===== src/rtl/pc_gen.sv =====
// -----------------------------------------------------------------------------
// pc_gen -- program-counter generator for the multi-cycle RV32/RV64 core.
//
// Owns the architectural PC and issues instruction-fetch requests with a
// valid/ready handshake. On commit it resolves the next PC from branch flags,
// JAL/JALR, MRET or the sequential step. It also handles traps, WFI sleep,
// misaligned-target detection and the retired-instruction counter.
//
// Optional feature macro: PCGEN_RVC_EN
//   Defined   : adds input is_rvc. The sequential step is 2 for compressed
//               instructions and 4 otherwise. Only T[0] is checked for
//               misalignment.
//   Undefined : the step is always 4 and T[1:0] is checked.
//
// Ports:
//   CLK, RST                   clock and synchronous active-high reset
//   fetch_valid/ready/pc       fetch request handshake (fetch_pc == pc)
//   pc                         address of the current instruction
//   commit                     current instruction completes this cycle
//   br_valid, br_funct3,
//   br_eq, br_lt, br_ltu       conditional-branch decode and compare flags
//   jal, jalr, jalr_base, imm  jump decode, JALR base and immediate
//   trap, trap_vec             trap request and trap target
//   mret, mepc                 MRET decode and return target
//   wfi, irq_pending           WFI decode and pending-interrupt wake-up
//   is_rvc                     compressed instruction (PCGEN_RVC_EN only)
//   i_misaligned, illegal_br   combinational commit-time fault flags
//   halted                     core is sleeping in WFI
//   instret                    retired-instruction counter
// -----------------------------------------------------------------------------
module pc_gen #(
    parameter int              XLEN    = 32,
    parameter logic [XLEN-1:0] RST_VEC = {XLEN{1'b0}},
    parameter int              CNT_W   = 64
) (
    input  logic             CLK,
    input  logic             RST,
    output logic             fetch_valid,
    input  logic             fetch_ready,
    output logic [XLEN-1:0]  fetch_pc,
    output logic [XLEN-1:0]  pc,
    input  logic             commit,
    input  logic             br_valid,
    input  logic [2:0]       br_funct3,
    input  logic             br_eq,
    input  logic             br_lt,
    input  logic             br_ltu,
    input  logic             jal,
    input  logic             jalr,
    input  logic [XLEN-1:0]  jalr_base,
    input  logic [XLEN-1:0]  imm,
    input  logic             trap,
    input  logic [XLEN-1:0]  trap_vec,
    input  logic             mret,
    input  logic [XLEN-1:0]  mepc,
    input  logic             wfi,
    input  logic             irq_pending,
`ifdef PCGEN_RVC_EN
    input  logic             is_rvc,
`endif
    output logic             i_misaligned,
    output logic             illegal_br,
    output logic             halted,
    output logic [CNT_W-1:0] instret
);

    typedef enum logic [1:0] {
        ST_BOOT  = 2'd0,
        ST_FETCH = 2'd1,
        ST_EXEC  = 2'd2,
        ST_SLEEP = 2'd3
    } state_t;

    localparam logic [XLEN-1:0]  STEP4     = {{(XLEN-3){1'b0}}, 3'b100};
    localparam logic [XLEN-1:0]  JALR_MASK = {{(XLEN-1){1'b1}}, 1'b0};
    localparam logic [CNT_W-1:0] CNT_ONE   = {{(CNT_W-1){1'b0}}, 1'b1};

    state_t            state_q, state_d;
    logic [XLEN-1:0]   pc_q, pc_d;
    logic [CNT_W-1:0]  instret_q, instret_d;
    logic              fetch_valid_q, fetch_valid_d;
    logic              halted_q, halted_d;

    logic [XLEN-1:0]   step_s;
    logic [XLEN-1:0]   seq_pc_s;
    logic [XLEN-1:0]   target_s;
    logic              br_taken_s;
    logic              commit_s;
    logic              misaligned_s;

    // Alignment rule for a committed target; only the low PC bits matter.
    function automatic logic target_misaligned(input logic [1:0] low);
`ifdef PCGEN_RVC_EN
        return low[0];
`else
        return (low != 2'b00);
`endif
    endfunction

    // Sequential step size for the instruction currently executing.
    always_comb begin
`ifdef PCGEN_RVC_EN
        if (is_rvc) begin
            step_s = {{(XLEN-2){1'b0}}, 2'b10};
        end else begin
            step_s = STEP4;
        end
`else
        step_s = STEP4;
`endif
    end

    // Conditional-branch outcome; the reserved funct3 codes are never taken.
    always_comb begin
        case (br_funct3)
            3'b000:  br_taken_s = br_eq;
            3'b001:  br_taken_s = !br_eq;
            3'b100:  br_taken_s = br_lt;
            3'b101:  br_taken_s = !br_lt;
            3'b110:  br_taken_s = br_ltu;
            3'b111:  br_taken_s = !br_ltu;
            default: br_taken_s = 1'b0;
        endcase
    end

    // Commit target, in priority order mret > jalr > jal > branch > sequential.
    always_comb begin
        seq_pc_s = pc_q + step_s;
        if (mret) begin
            target_s = mepc;
        end else if (jalr) begin
            target_s = (jalr_base + imm) & JALR_MASK;
        end else if (jal) begin
            target_s = pc_q + imm;
        end else if (br_valid && br_taken_s) begin
            target_s = pc_q + imm;
        end else begin
            target_s = seq_pc_s;
        end
    end

    assign commit_s     = (state_q == ST_EXEC) && commit;
    assign misaligned_s = target_misaligned(target_s[1:0]);
    assign i_misaligned = commit_s && misaligned_s;
    assign illegal_br   = commit_s && br_valid && (br_funct3[2:1] == 2'b01);

    // Next-state logic for the PC, the FSM state and the retired-instruction count.
    always_comb begin
        state_d   = state_q;
        pc_d      = pc_q;
        instret_d = instret_q;
        case (state_q)
            ST_BOOT: begin
                // A trap is ignored while booting.
                state_d = ST_FETCH;
            end
            ST_FETCH: begin
                if (trap) begin
                    pc_d    = trap_vec;
                    state_d = ST_FETCH;
                end else if (fetch_valid_q && fetch_ready) begin
                    state_d = ST_EXEC;
                end else begin
                    state_d = ST_FETCH;
                end
            end
            ST_EXEC: begin
                if (trap) begin
                    pc_d    = trap_vec;
                    state_d = ST_FETCH;
                end else if (commit && !misaligned_s) begin
                    pc_d      = target_s;
                    instret_d = instret_q + CNT_ONE;
                    state_d   = (wfi && !irq_pending) ? ST_SLEEP : ST_FETCH;
                end else begin
                    // A misaligned target holds here until the core raises a trap.
                    state_d = ST_EXEC;
                end
            end
            ST_SLEEP: begin
                if (trap) begin
                    pc_d    = trap_vec;
                    state_d = ST_FETCH;
                end else if (irq_pending) begin
                    state_d = ST_FETCH;
                end else begin
                    state_d = ST_SLEEP;
                end
            end
            default: begin
                state_d = ST_BOOT;
            end
        endcase
    end

    // Registered status outputs. A trap taken in FETCH aborts the outstanding
    // request, so fetch_valid stays low for one cycle before re-requesting.
    always_comb begin
        fetch_valid_d = (state_d == ST_FETCH) && !(trap && (state_q == ST_FETCH));
        halted_d      = (state_d == ST_SLEEP);
    end

    // State registers with synchronous reset.
    always_ff @(posedge CLK) begin
        if (RST) begin
            state_q       <= ST_BOOT;
            pc_q          <= RST_VEC;
            instret_q     <= {CNT_W{1'b0}};
            fetch_valid_q <= 1'b0;
            halted_q      <= 1'b0;
        end else begin
            state_q       <= state_d;
            pc_q          <= pc_d;
            instret_q     <= instret_d;
            fetch_valid_q <= fetch_valid_d;
            halted_q      <= halted_d;
        end
    end

    assign pc          = pc_q;
    assign fetch_pc    = pc_q;
    assign fetch_valid = fetch_valid_q;
    assign halted      = halted_q;
    assign instret     = instret_q;

endmodule


===== config.mk =====
export PLATFORM = sky130hd
export DESIGN_NAME = pc_gen
export DESIGN_NICKNAME = d
export VERILOG_FILES = /design/src/rtl/pc_gen.sv
export SDC_FILE = /design/constraint.sdc
export NUM_CORES = 1
export LEC_CHECK = 0
export CORE_MARGIN = 2
export CORE_UTILIZATION = 50
export DETAILED_ROUTE_END_ITERATION = 16
export PLACE_DENSITY_LB_ADDON = 0.1
export SLEW_MARGIN = 20
export SYNTH_ARGS = -nofsm -noshare
export SYNTH_HDL_FRONTEND = slang
export SYNTH_SLANG_ARGS = --single-unit

===== constraint.sdc =====
create_clock -name CLK -period 8.2 [get_ports CLK]
set_clock_uncertainty 0.15 [all_clocks]
set_input_delay 1.64 -clock CLK [delete_from_list [all_inputs] [get_ports CLK]]
set_output_delay 1.64 -clock CLK [all_outputs]
set_load 0.05 [all_outputs]

Yosys cells after proc, flatten, opt, wreduce, memory -nomap -nowiden

Index checks and enable logic that the tools add are counted.

Bits in registers: 100
Output and inout port bits: 132
Word-level logic and storage cells: 63

Add/sub/neg operators: 4
Eq/ne operators: 13
Mux-type cells: 17
Bitwise logic cells: 1
Reductions and logical operators: 23

Operator list:

| cell                                                 | number |
|---|---|
| two-way mux 32 bit                                   | 7 |
| adder 32 bit                                         | 2 |
| adder 64 x 1 -> 64 bit (second input constant)       | 1 |
| one-hot mux 32 bit (2 select lines)                  | 1 |
| adder 32 x 3 -> 32 bit (second input constant)       | 1 |
| two-way mux 2 bit                                    | 7 |
| equality test 3 bit (second input constant)          | 4 |
| logical AND 1 bit                                    | 10 |
| one-hot mux 2 bit (4 select lines)                   | 1 |
| equality test 2 x 1 -> 1 bit (second input constant) | 3 |
| equality test 2 bit (second input constant)          | 3 |
| zero test 1 bit                                      | 6 |
| one-hot mux 1 bit (6 select lines)                   | 1 |
| AND reduction 3 bit                                  | 2 |
| nonzero test 2 bit                                   | 2 |
| equality test 3 x 1 -> 1 bit (second input constant) | 1 |
| zero test 3 bit                                      | 1 |
| != test 3 x 2 -> 1 bit (second input constant)       | 1 |
| zero test 2 bit                                      | 1 |
| != test 2 x 1 -> 1 bit (second input constant)       | 1 |
| OR reduction 2 bit                                   | 1 |
| NOT 1 bit                                            | 1 |

Longest topological paths before layout

Gate-level depths: netlist of run 1.

Depth after elaboration: 15
Mapped depth: 12

Worst setup path before layout of run 1

Ideal clock, no wire load.

Path type: input to output
Start: in mret
End: out i_misaligned
Arrival: 3.600 ns
Data required time: 6.410 ns
Path slack: 2.810 ns
Stages: 7
Cells stage by stage: clkbuf_1 > nor2_1 > nand2_1 > a2111oi_0 > a221oi_2 > a21boi_2 > nor2_1

Word-level cells in the longest chain between the ends: 3

Ends and longest elaborated chain:

| what               | RTL line | source |
|---|---|---|
| from (decl)        | 54       | `input logic mret,` |
| two-way mux 32 bit | 129      | `if (mret) begin` |
| nonzero test 2 bit | 96       | `return (low != 2'b00);` |
| logical AND 1 bit  | 144      | `assign i_misaligned = commit_s && misaligned_s;` |
| to (decl)          | 61       | `output logic i_misaligned,` |

Every way passes these cells.

Worst setup path after layout of run 1

Start: in br_funct3[2]
End: out i_misaligned

Word-level cells in the longest chain between the ends: 9

Ends and longest elaborated chain:

| what                                        | RTL line | source |
|---|---|---|
| from (decl)                                 | 44       | `input logic [2:0] br_funct3,` |
| equality test 3 bit (tied with other cells) | 115      | `case (br_funct3)` |
| one-hot mux 1 bit (6 select lines) *        | 115      |  |
| logical AND 1 bit *                         | 135      | `end else if (br_valid && br_taken_s) begin` |
| two-way mux 32 bit *                        | 135      |  |
| two-way mux 32 bit *                        | 133      | `end else if (jal) begin` |
| two-way mux 32 bit *                        | 131      | `end else if (jalr) begin` |
| two-way mux 32 bit *                        | 129      |  |
| nonzero test 2 bit *                        | 96       |  |
| logical AND 1 bit *                         | 144      |  |

Mark *: on every way between the ends. The rest lies on a longest branch, timed or not.

==> impl_metrics.ini, run 1 <==
[critical_path]
cp_cell_sequence = clkdlybuf4s50_1, mux2i_1, xnor2_1, a211o_1, a221oi_2, a21boi_2, nor2_1, clkdlybuf4s50_1
critPathLaunchType = input port
cpPeakStageDelay_ns = 0.72
crit_type = in2out
crit_path_frequent_cell = clkdlybuf4s50_1
cp.arrival_ns = 4.95
reg2reg_depth = 12
rrSetupSlack_ns = 4.51
r2r_start = fetch_pc[0]$_SDFFE_PP0P_
crit_fanout = 22
crit_required_ns = 6.41
cp-end-kind = output pin
r2r-end = fetch_pc[26]$_SDFFE_PP0P_
slowest_stage = clkdlybuf4s50_1

[clock_network]
clk_latency_ns = 0.34
post-cts-setup-buffer-count = 0
cts_tree = yes
cts.sinks = 100
hold_buffers = 0
cts_root_buffer = clkbuf_16
cts_buffers = 9
clk_pin_slew_ns = 0.08
htree_levels = 3
post_cts_resized = 0
cts.path.max_buffers = 2

[routing]
routed_wl_mm = 32.2
routed-via-count = 10400
drc = 0
dr.pass1.iters = 6
drt-wirelength-per-cell_um = 19.0
vias_per_cell = 6.11
ant_nets = 0
dr.first_iter.drc_count = 919

[synthesis]
ys.flop_type = dfxtp_1
synth_top_area_share_pct = 21.5
synth-simple-area-share_pct = 25.0
yosysSeqAreaShare_pct = 21.5
synth_area_leaders = dfxtp_1, ha_1, xor2_1
synth_edf_count = 0
synthMuxAreaShare_pct = 1.31
synthAdderAreaFrac_pct = 8.91
avgSynthCellArea_um2 = 7.38
synth_compound_area_share_pct = 25.3
syn_nets = 1470
synthArstFlopShare_pct = 0
synth.largest_area_cell = dfxtp_1
synth_seq_cells = 100
yosys_warnings = 0
netlist_instances = 1260
synth_top_family_by_area = compound AO/OA/AOI/OAI gates
syn_area_um2 = 9300
ys_types = 64
synthXorXnorAreaFrac_pct = 11.8

[grt]
track_usage_pct = 30.9
grt_max_degree = 77
grt_pass1_vias = 9372
grt.overflow.total = 0
grt_pass1_wl_mm = 49.3
antenna_found_initial = 0

[timing]
fmax_ghz = 0.148
period_share_pct = 82.1
setup_tns_ns = 0
tightest_slew_ns = 1.05
setup_viol = 0
hold-worst-slack_ns = 0.353
post-route-min-period_ns = 6.74
finalHoldViolations = 0
rsz0062_at_grt = no
slew-limit-headroom_pct = 29.5
setup_slack_ns = 1.46
drv_slew = 0

[hold_path]
hold-path-endpoint = instret[50]$_SDFFE_PP0P_
hold_path.class = reg2reg
whs_path_depth = 2
hold_start = instret[50]$_SDFFE_PP0P_

[placed_design]
gp_congestion = 1.00
dpl.hpwl_mm = 25.1
pre_cts_slack_ns = 1.49
port_buffers = 276

[power]
intPower_uw = 972
power_frac_clock_pct = 27.4
pwr-share-comb_pct = 39.0
cellLeakagePower_uw = 0.00463
powerDensity_nw_per_um2 = 128
p_switching_uw = 599
ir_drop_mv = 0.105
power_uw = 1570
p_sw_share_pct = 38.1
seqPwrFrac_pct = 33.6

[final_layout]
syn_to_final_growth_pct = 31.7
final_nets = 1673
fin_util_pct = 67.7
antenna_cells = 0
drive_gt1_share_pct = 3.13
nFillCells = 1610

[floorplanning]
coreArea_um2 = 18100
die_w_um = 140
rows = 49
start_util_pct = 51.4
die_height_um = 140
die_area_um2 = 19700
num_io_pins = 277

[job]
cap_violations = 0

[run_status]
status = finished clean
==> final cells by class <==
cell class              count  area (um^2)  share of cell area, %
flip-flops and latches    100         2000                   16.4
clock inverters             6         62.6                  0.511
repair buffers            283         2810                   23.0
multi-input cells        1040         6730                   55.0
inverters                  29          109                  0.889
well taps                 229          287                   2.34
clock buffers              10          239                   1.95
==> worst max-delay path, delay by kind of cell <==
kind	cells	cell delay, ns
xor gates and xnor gates	1	0.17
buffers and inverters	2	1.23
muxes	1	0.23
and+or+nand+nor	1	0.12
AOI/OAI and AO/OA	3	1.54
==> through the flow <==
stage | cells | area (um^2)
3_3_place_gp | 1681 | 11900
5_1_grt | 1697 | 12200
2_1_floorplan | 1260 | 9300
3_5_place_dp | 1681 | 11900
4_1_cts | 1697 | 12200
6_report | 1697 | 12200
==> synth_stat cells, types with 6 or more instances <==
library cell  instances
o31ai_1              10
a31oi_1              12
nor2b_1               9
o22ai_1               9
inv_1                28
nand3_1              57
a211o_1               9
o21bai_1              9
and4_1               11
clkbuf_1             55
a21oi_1             111
nand4_1              32
nand2b_1             11
o21a_1                7
buf_4                32
ha_1                 63
xor2_1               75
and3_1               31
or3_1                23
or4_1                 8
o21ai_0              72
dfxtp_1             100
mux2i_1              11
nor2_1              136
o2111ai_1             6
a221oi_1             12
o211ai_1             14
a21o_1               22
a211oi_1             33
or2_2                 6
nand2_1              99
nor3_1               33
xnor2_1              50
==> power groups by stage <==
stage / registers, uW / clock network (uW) / logic, uW
2_1_floorplan: 566 / 0 / 363
3_3_place_gp: 538 / 0 / 596
3_5_place_dp: 538 / 0 / 599
4_1_cts: 526 / 437 / 602
5_1_grt: 529 / 455 / 653
6_report: 528 / 431 / 612
==> placed cells by master, fill, tap and decap left out, drive strengths merged, types with 6 or more instances in the layout <==
master / netlist / layout
ha: 63 / 63
a211o: 9 / 9
clkdlybuf4s50: 0 / 275
xor2: 75 / 75
nand3: 57 / 57
inv: 29 / 33
nor2b: 9 / 9
dfxtp: 100 / 100
o2111ai: 6 / 6
nand2b: 11 / 11
nor2: 137 / 137
or4: 8 / 8
or3: 23 / 23
or2: 6 / 6
o21ai: 73 / 73
nand2: 100 / 100
a221oi: 13 / 13
clkbuf: 55 / 10
nor3: 33 / 33
a31oi: 12 / 12
o211ai: 14 / 14
xnor2: 50 / 50
a21oi: 111 / 111
and4: 11 / 11
a211oi: 33 / 33
mux2i: 11 / 11
a21o: 22 / 22
buf: 36 / 8
nand4: 32 / 32
o31ai: 10 / 10
o21bai: 9 / 9
o21a: 7 / 7
and3: 31 / 31
o22ai: 9 / 9
==> sequential cells by signal, summed over array words and instances, names as in the netlist <==
| register | flops |
|---|---|
| instret | 64 |
| fetch_pc | 32 |
| state_q | 2 |
| fetch_valid | 1 |
| halted | 1 |
==> kinds of logic after synthesis <==
group                      after synthesis
muxes                                   12
xor gates and xnor gates               125
buffers and inverters                  120
adders and majority gates               65
AOI/OAI and AO/OA                      365
and+or+nand+nor                        473
DFF                                    100
==> per-layer routing <==
layer  GRT usage (%)  part of all wire (%)
met5               0                     0
met4            10.8                   2.8
met3            3.76                   7.5
met2            49.9                    46
met1            42.7                    44
==> worst max path at each step <==
stage	endpoint	from	slack [ns]	cells past startpoint
2_1_floorplan	i_misaligned	mret	2.81	7
3_3_place_gp	i_misaligned	br_funct3[2]	1.57	8
3_5_place_dp	i_misaligned	br_funct3[2]	1.49	8
4_1_cts	i_misaligned	br_funct3[2]	1.48	8
5_1_grt	i_misaligned	br_funct3[2]	1.24	8
6_report	i_misaligned	br_funct3[2]	1.46	8
(Power assumes the default switching activity.)
==> run 2, diff against run 1 <==
CORE_UTILIZATION = 49   (was 50)
clock period = 6.2 ns   (was 8.2 ns; I/O delays follow)
==> run 2 against run 1 <==
  * Die area rose by 2.0%
  * Critical path depth rose by 1
  * Setup slack got worse by 0.44 ns
  * Non-clock buffer count rose by 3
  * Final cell count rose by 0.47%
  * Wire length fell by 0.28%
  * Register-to-register slack got worse by 2.0 ns
  * Clock power rose by 29%
  * Sequential cell count did not move
  * Cell area rose by 0.28%
  * Sequential share of layout area barely moved
  * Critical path type unchanged
  * Largest power group unchanged
  * Highest routed layer unchanged
==> impl_metrics.ini, run 2 (synthesized netlist as in run 1, its figures left out) <==
[floorplanning]
rows = 50
die_area_um2 = 20100
die_w_um = 142
start_util_pct = 49.9
num_io_pins = 277
coreArea_um2 = 18600
die_height_um = 142

[grt]
antenna_found_initial = 0
track_usage_pct = 30.3
grt_pass1_wl_mm = 49.1
grt.overflow.total = 0
grt_max_degree = 53
grt_pass1_vias = 9493

[clock_network]
post_cts_resized = 0
cts.sinks = 100
htree_levels = 3
cts_root_buffer = clkbuf_16
cts_tree = yes
cts.path.max_buffers = 2
post-cts-setup-buffer-count = 0
clk_pin_slew_ns = 0.07
clk_latency_ns = 0.35
hold_buffers = 0
cts_buffers = 9

[power]
ir_drop_mv = 0.128
cellLeakagePower_uw = 0.00464
power_uw = 2070
powerDensity_nw_per_um2 = 168

[timing]
post-route-min-period_ns = 5.18
setup_viol = 0
tightest_slew_ns = 0.971
finalHoldViolations = 0
setup_tns_ns = 0
rsz0062_at_grt = no
slew-limit-headroom_pct = 35.3
fmax_ghz = 0.193
drv_slew = 0
period_share_pct = 83.6

[critical_path]
cp-end-kind = output pin
critPathLaunchType = input port
cp.arrival_ns = 3.79
cpPeakStageDelay_ns = 0.51
crit_required_ns = 4.81
cp_cell_sequence = clkdlybuf4s50_1, mux2i_1, xnor2_1, a211o_1, buf_4, a221oi_2, a21boi_2, nor2_1, buf_12
slowest_stage = clkdlybuf4s50_1
startpoint = br_funct3[2]
crit_fanout = 22
r2r_start = fetch_pc[0]$_SDFFE_PP0P_
crit_type = in2out

[placed_design]
postPlaceCellArea_um2 = 12000
dpl.hpwl_mm = 24.9
gp_congestion = 0.956
port_buffers = 276

[final_layout]
drive_gt1_share_pct = 3.47
nFillCells = 1674
final_common_cell = clkdlybuf4s50_1
largest_register_ffs = 64
antenna_cells = 0
final_area_um2 = 12300
syn_to_final_growth_pct = 32.1
final_cell_mix = clkdlybuf4s50_1, nor2_1, a21oi_1
final_nets = 1676

[routing]
dr.first_iter.drc_count = 781
vias_per_cell = 6.11
dr.pass1.iters = 5
ant_nets = 0
drc = 0
routed_wl_mm = 32.1
routed-via-count = 10400
drt-wirelength-per-cell_um = 18.8

[hold_path]
hold_path.class = reg2reg
hold_start = instret[33]$_SDFFE_PP0P_

[run_status]
status = finished clean

[job]
cap_violations = 0
-- run 2: routing by layer --
metal  share of wire, %  track usage [%]
met1                 43             40.4
met2                 46             51.5
met3                8.3             4.35
met4                2.4             8.21
met5                  0                0
-- run 2: area by class of cell --
cell class	instances	area (um^2)	area share [%]
Timing Repair Buffer	286	2840	23.2
Multi-Input combinational cell	1040	6740	54.9
Clock inverter	6	55.1	0.448
Inverter	29	109	0.887
Clock buffer	10	239	1.95
Sequential cell	100	2000	16.3
Tap cell	234	293	2.39
-- run 2: metrics by stage --
stage               setup WS [ns]  std cells  hold WS, ns  util [%]
finish                       1.02       1705        0.361      65.8
global route                0.855       1705        0.381      65.8
CTS                          1.02       1705        0.355      65.8
detailed placement           1.03       1689        0.343      64.3
global placement             1.09       1689        0.333      64.3
floorplan                    1.61       1260        0.421         -
-- run 2: critical path, delay by kind of cell --
family                    cells  cell delay, ns
buffers and inverters         3            0.89
muxes                         1            0.23
AOI/OAI and AO/OA             3            1.12
and+or+nand+nor               1            0.14
xor gates and xnor gates      1            0.17
-- run 2: worst paths after layout --
kind	slack, ns	cells past startpoint	end
worst min-delay path	0.36	2	instret[33]$_SDFFE_PP0P_
worst max-delay path	1.02	9	i_misaligned
worst max register to register	2.52	12	fetch_pc[26]$_SDFFE_PP0P_
worst min register to register	0.36	2	instret[33]$_SDFFE_PP0P_
-- run 2: report_power, final --
part	internal [uW]	leakage (uW)	switching (uW)	total, uW
combinational	334	0.00368	475	809
sequential	658	0.000811	40.6	698
clock	291	0.000139	267	558
total	1280	0.00464	782	2070
==> run 3, diff against run 2 <==
clock period = 5.35 ns   (was 6.2 ns; I/O delays follow)
==> run 3 against run 2 <==
  * Hold slack lost 0.010 ns
  * Sequential power grew 16%
  * Non-clock buffer count grew 4
  * Core utilization grew 0.19 points
  * Wire length grew 1.5%
  * First-iteration DRC count grew 4.6%
  * Setup slack lost 0.40 ns
  * Critical path depth shrank 1
  * Sequential share of layout area is essentially flat
  * Total power grew 16%
  * Critical path type unchanged
  * Critical endpoint unchanged
==> impl_metrics.ini, run 3 (synthesized netlist as in run 1, its figures left out) <==
[critical_path]
cp.depth = 8
cp.arrival_ns = 3.51
crit_type = in2out
crit_family = compound AO/OA/AOI/OAI gates
r2r-end = fetch_pc[26]$_SDFFE_PP0P_
critPathLaunchType = input port
startpoint = br_funct3[0]
path_buf_inv = 2
cpPeakStageDelay_ns = 0.51
crit_end = i_misaligned
reg2reg_depth = 12
crit_required_ns = 4.13
cp_cell_sequence = clkdlybuf4s50_1, xnor2_1, nor3b_1, a2111oi_0, a221oi_2, a21boi_2, nor2_1, buf_12
rrSetupSlack_ns = 1.70
slowest_stage = nor3b_1
r2r_start = fetch_pc[0]$_SDFFE_PP0P_
cp-end-kind = output pin
crit_fanout = 8

[routing]
dr.first_iter.drc_count = 817
dr.pass1.iters = 5
met2_length_mm = 15.1
ant_nets = 0
dr.max_layer_used = met4
drt-wirelength-per-cell_um = 19.0
routed-via-count = 10400
drc = 0
met1_length_mm = 14.3
dr_wl_met3_mm = 2.34
vias_per_cell = 6.09
routed_wl_mm = 32.6

[clock_network]
post-cts-setup-buffer-count = 0
post_cts_resized = 0
cts.path.max_buffers = 2
cts_root_buffer = clkbuf_16
cts_buffers = 9
hold_buffers = 0
clk_pin_slew_ns = 0.07
htree_levels = 3
cts_tree = yes
clk_latency_ns = 0.35
cts.sinks = 100

[floorplanning]
die_w_um = 142
die_area_um2 = 20100
coreArea_um2 = 18600
die_height_um = 142
start_util_pct = 49.9
rows = 50
num_io_pins = 277

[grt]
track_usage_pct = 30.8
grt_max_degree = 57
grt.overflow.total = 0
antenna_found_initial = 2
grt_pass1_vias = 9457
grt_pass1_wl_mm = 49.7

[power]
intPower_uw = 1480
pwr-share-comb_pct = 39.4
powerDensity_nw_per_um2 = 194
cellLeakagePower_uw = 0.00465
p_switching_uw = 913
p_sw_share_pct = 38.2
seqPwrFrac_pct = 33.9
ir_drop_mv = 0.148
power_frac_clock_pct = 26.8

[timing]
rsz0062_at_grt = no
period_share_pct = 88.4
drv_slew = 0
fmax_ghz = 0.211
slew-limit-headroom_pct = 33.0
finalHoldViolations = 0
setup_viol = 0
post-route-min-period_ns = 4.73
setup_tns_ns = 0
tightest_slew_ns = 1.00

[final_layout]
multi_input_area_um2 = 6740
syn_to_final_growth_pct = 32.4
nFillCells = 1661
drive_gt1_share_pct = 3.66
final_cell_mix = clkdlybuf4s50_1, nor2_1, a21oi_1
seq_area_um2 = 2000
final_common_cell = clkdlybuf4s50_1
final_area_um2 = 12300
final_nets = 1680
largest_register_ffs = 64

[hold_path]
hold_path.class = reg2reg

[placed_design]
dpl.hpwl_mm = 25.4
port_buffers = 276
postPlaceCellArea_um2 = 12000
gp_congestion = 0.965

[run_status]
status = finished clean

[job]
cap_violations = 0
-- run 3: how the worst min path moves through the flow --
stage	startpoint	endpoint	slack [ns]	cells past startpoint
after detailed placement	instret[45]$_SDFFE_PP0P_	instret[45]$_SDFFE_PP0P_	0.34	2
final	instret[45]$_SDFFE_PP0P_	instret[45]$_SDFFE_PP0P_	0.35	2
after CTS	instret[45]$_SDFFE_PP0P_	instret[45]$_SDFFE_PP0P_	0.36	2
after global placement	instret[51]$_SDFFE_PP0P_	instret[51]$_SDFFE_PP0P_	0.33	2
after floorplan	state_q[1]$_SDFF_PP0_	fetch_valid$_SDFF_PP0_	0.42	2
after global routing	instret[51]$_SDFFE_PP0P_	instret[51]$_SDFFE_PP0P_	0.37	2
-- run 3: power by group through the flow --
| stage | sequential [uW] | combinational (uW) | clock (uW) |
|---|---|---|---|
| 6_report | 809 | 941 | 640 |
| 3_3_place_gp | 825 | 917 | 0 |
| 5_1_grt | 812 | 1000 | 671 |
| 3_5_place_dp | 824 | 919 | 0 |
| 4_1_cts | 807 | 924 | 649 |
| 2_1_floorplan | 867 | 556 | 0 |
-- run 3: metrics by stage --
| stage | std cells | power [uW] | hold WS (ns) | utilization, % | setup WS [ns] |
|---|---|---|---|---|---|
| 2_1_floorplan | 1260 | 1420 | 0.421 | - | 1.10 |
| 3_3_place_gp | 1692 | 1740 | 0.334 | 64.4 | 0.719 |
| 3_5_place_dp | 1692 | 1740 | 0.344 | 64.4 | 0.572 |
| 4_1_cts | 1708 | 2380 | 0.356 | 65.9 | 0.649 |
| 5_1_grt | 1711 | 2490 | 0.373 | 66.0 | 0.442 |
| 6_report | 1711 | 2390 | 0.351 | 66.0 | 0.622 |
-- run 3: final cells by class --
type,count,area share (%)
Antenna cell,2,0.0407
Inverter,29,0.884
Tap cell,234,2.38
Clock buffer,10,1.86
Clock inverter,6,0.427
Multi-Input combinational cell,1040,54.7
Timing Repair Buffer,290,23.4
Sequential cell,100,16.3
-- run 3: worst reg2reg max path: stages, from the launching register on --
cell,delay (ns)
dfxtp_1,0.47
ha_1,0.24
inv_1,0.06
fa_1,0.37
nand2b_1,0.19
a21o_1,0.21
and3_1,0.20
o21ai_1,0.31
nor2_1,0.17
o41ai_1,0.59
xor2_1,0.13
a221oi_1,0.36
a21oi_1,0.11
-- run 3: per-layer routing --
| metal | track usage [%] | vias up |
|---|---|---|
| met1 | 42.4 | 4875 |
| met5 | 0 | - |
| met3 | 2.87 | 49 |
| li1 | - | 5027 |
| met2 | 51.4 | 462 |
| met4 | 9.05 | 0 |
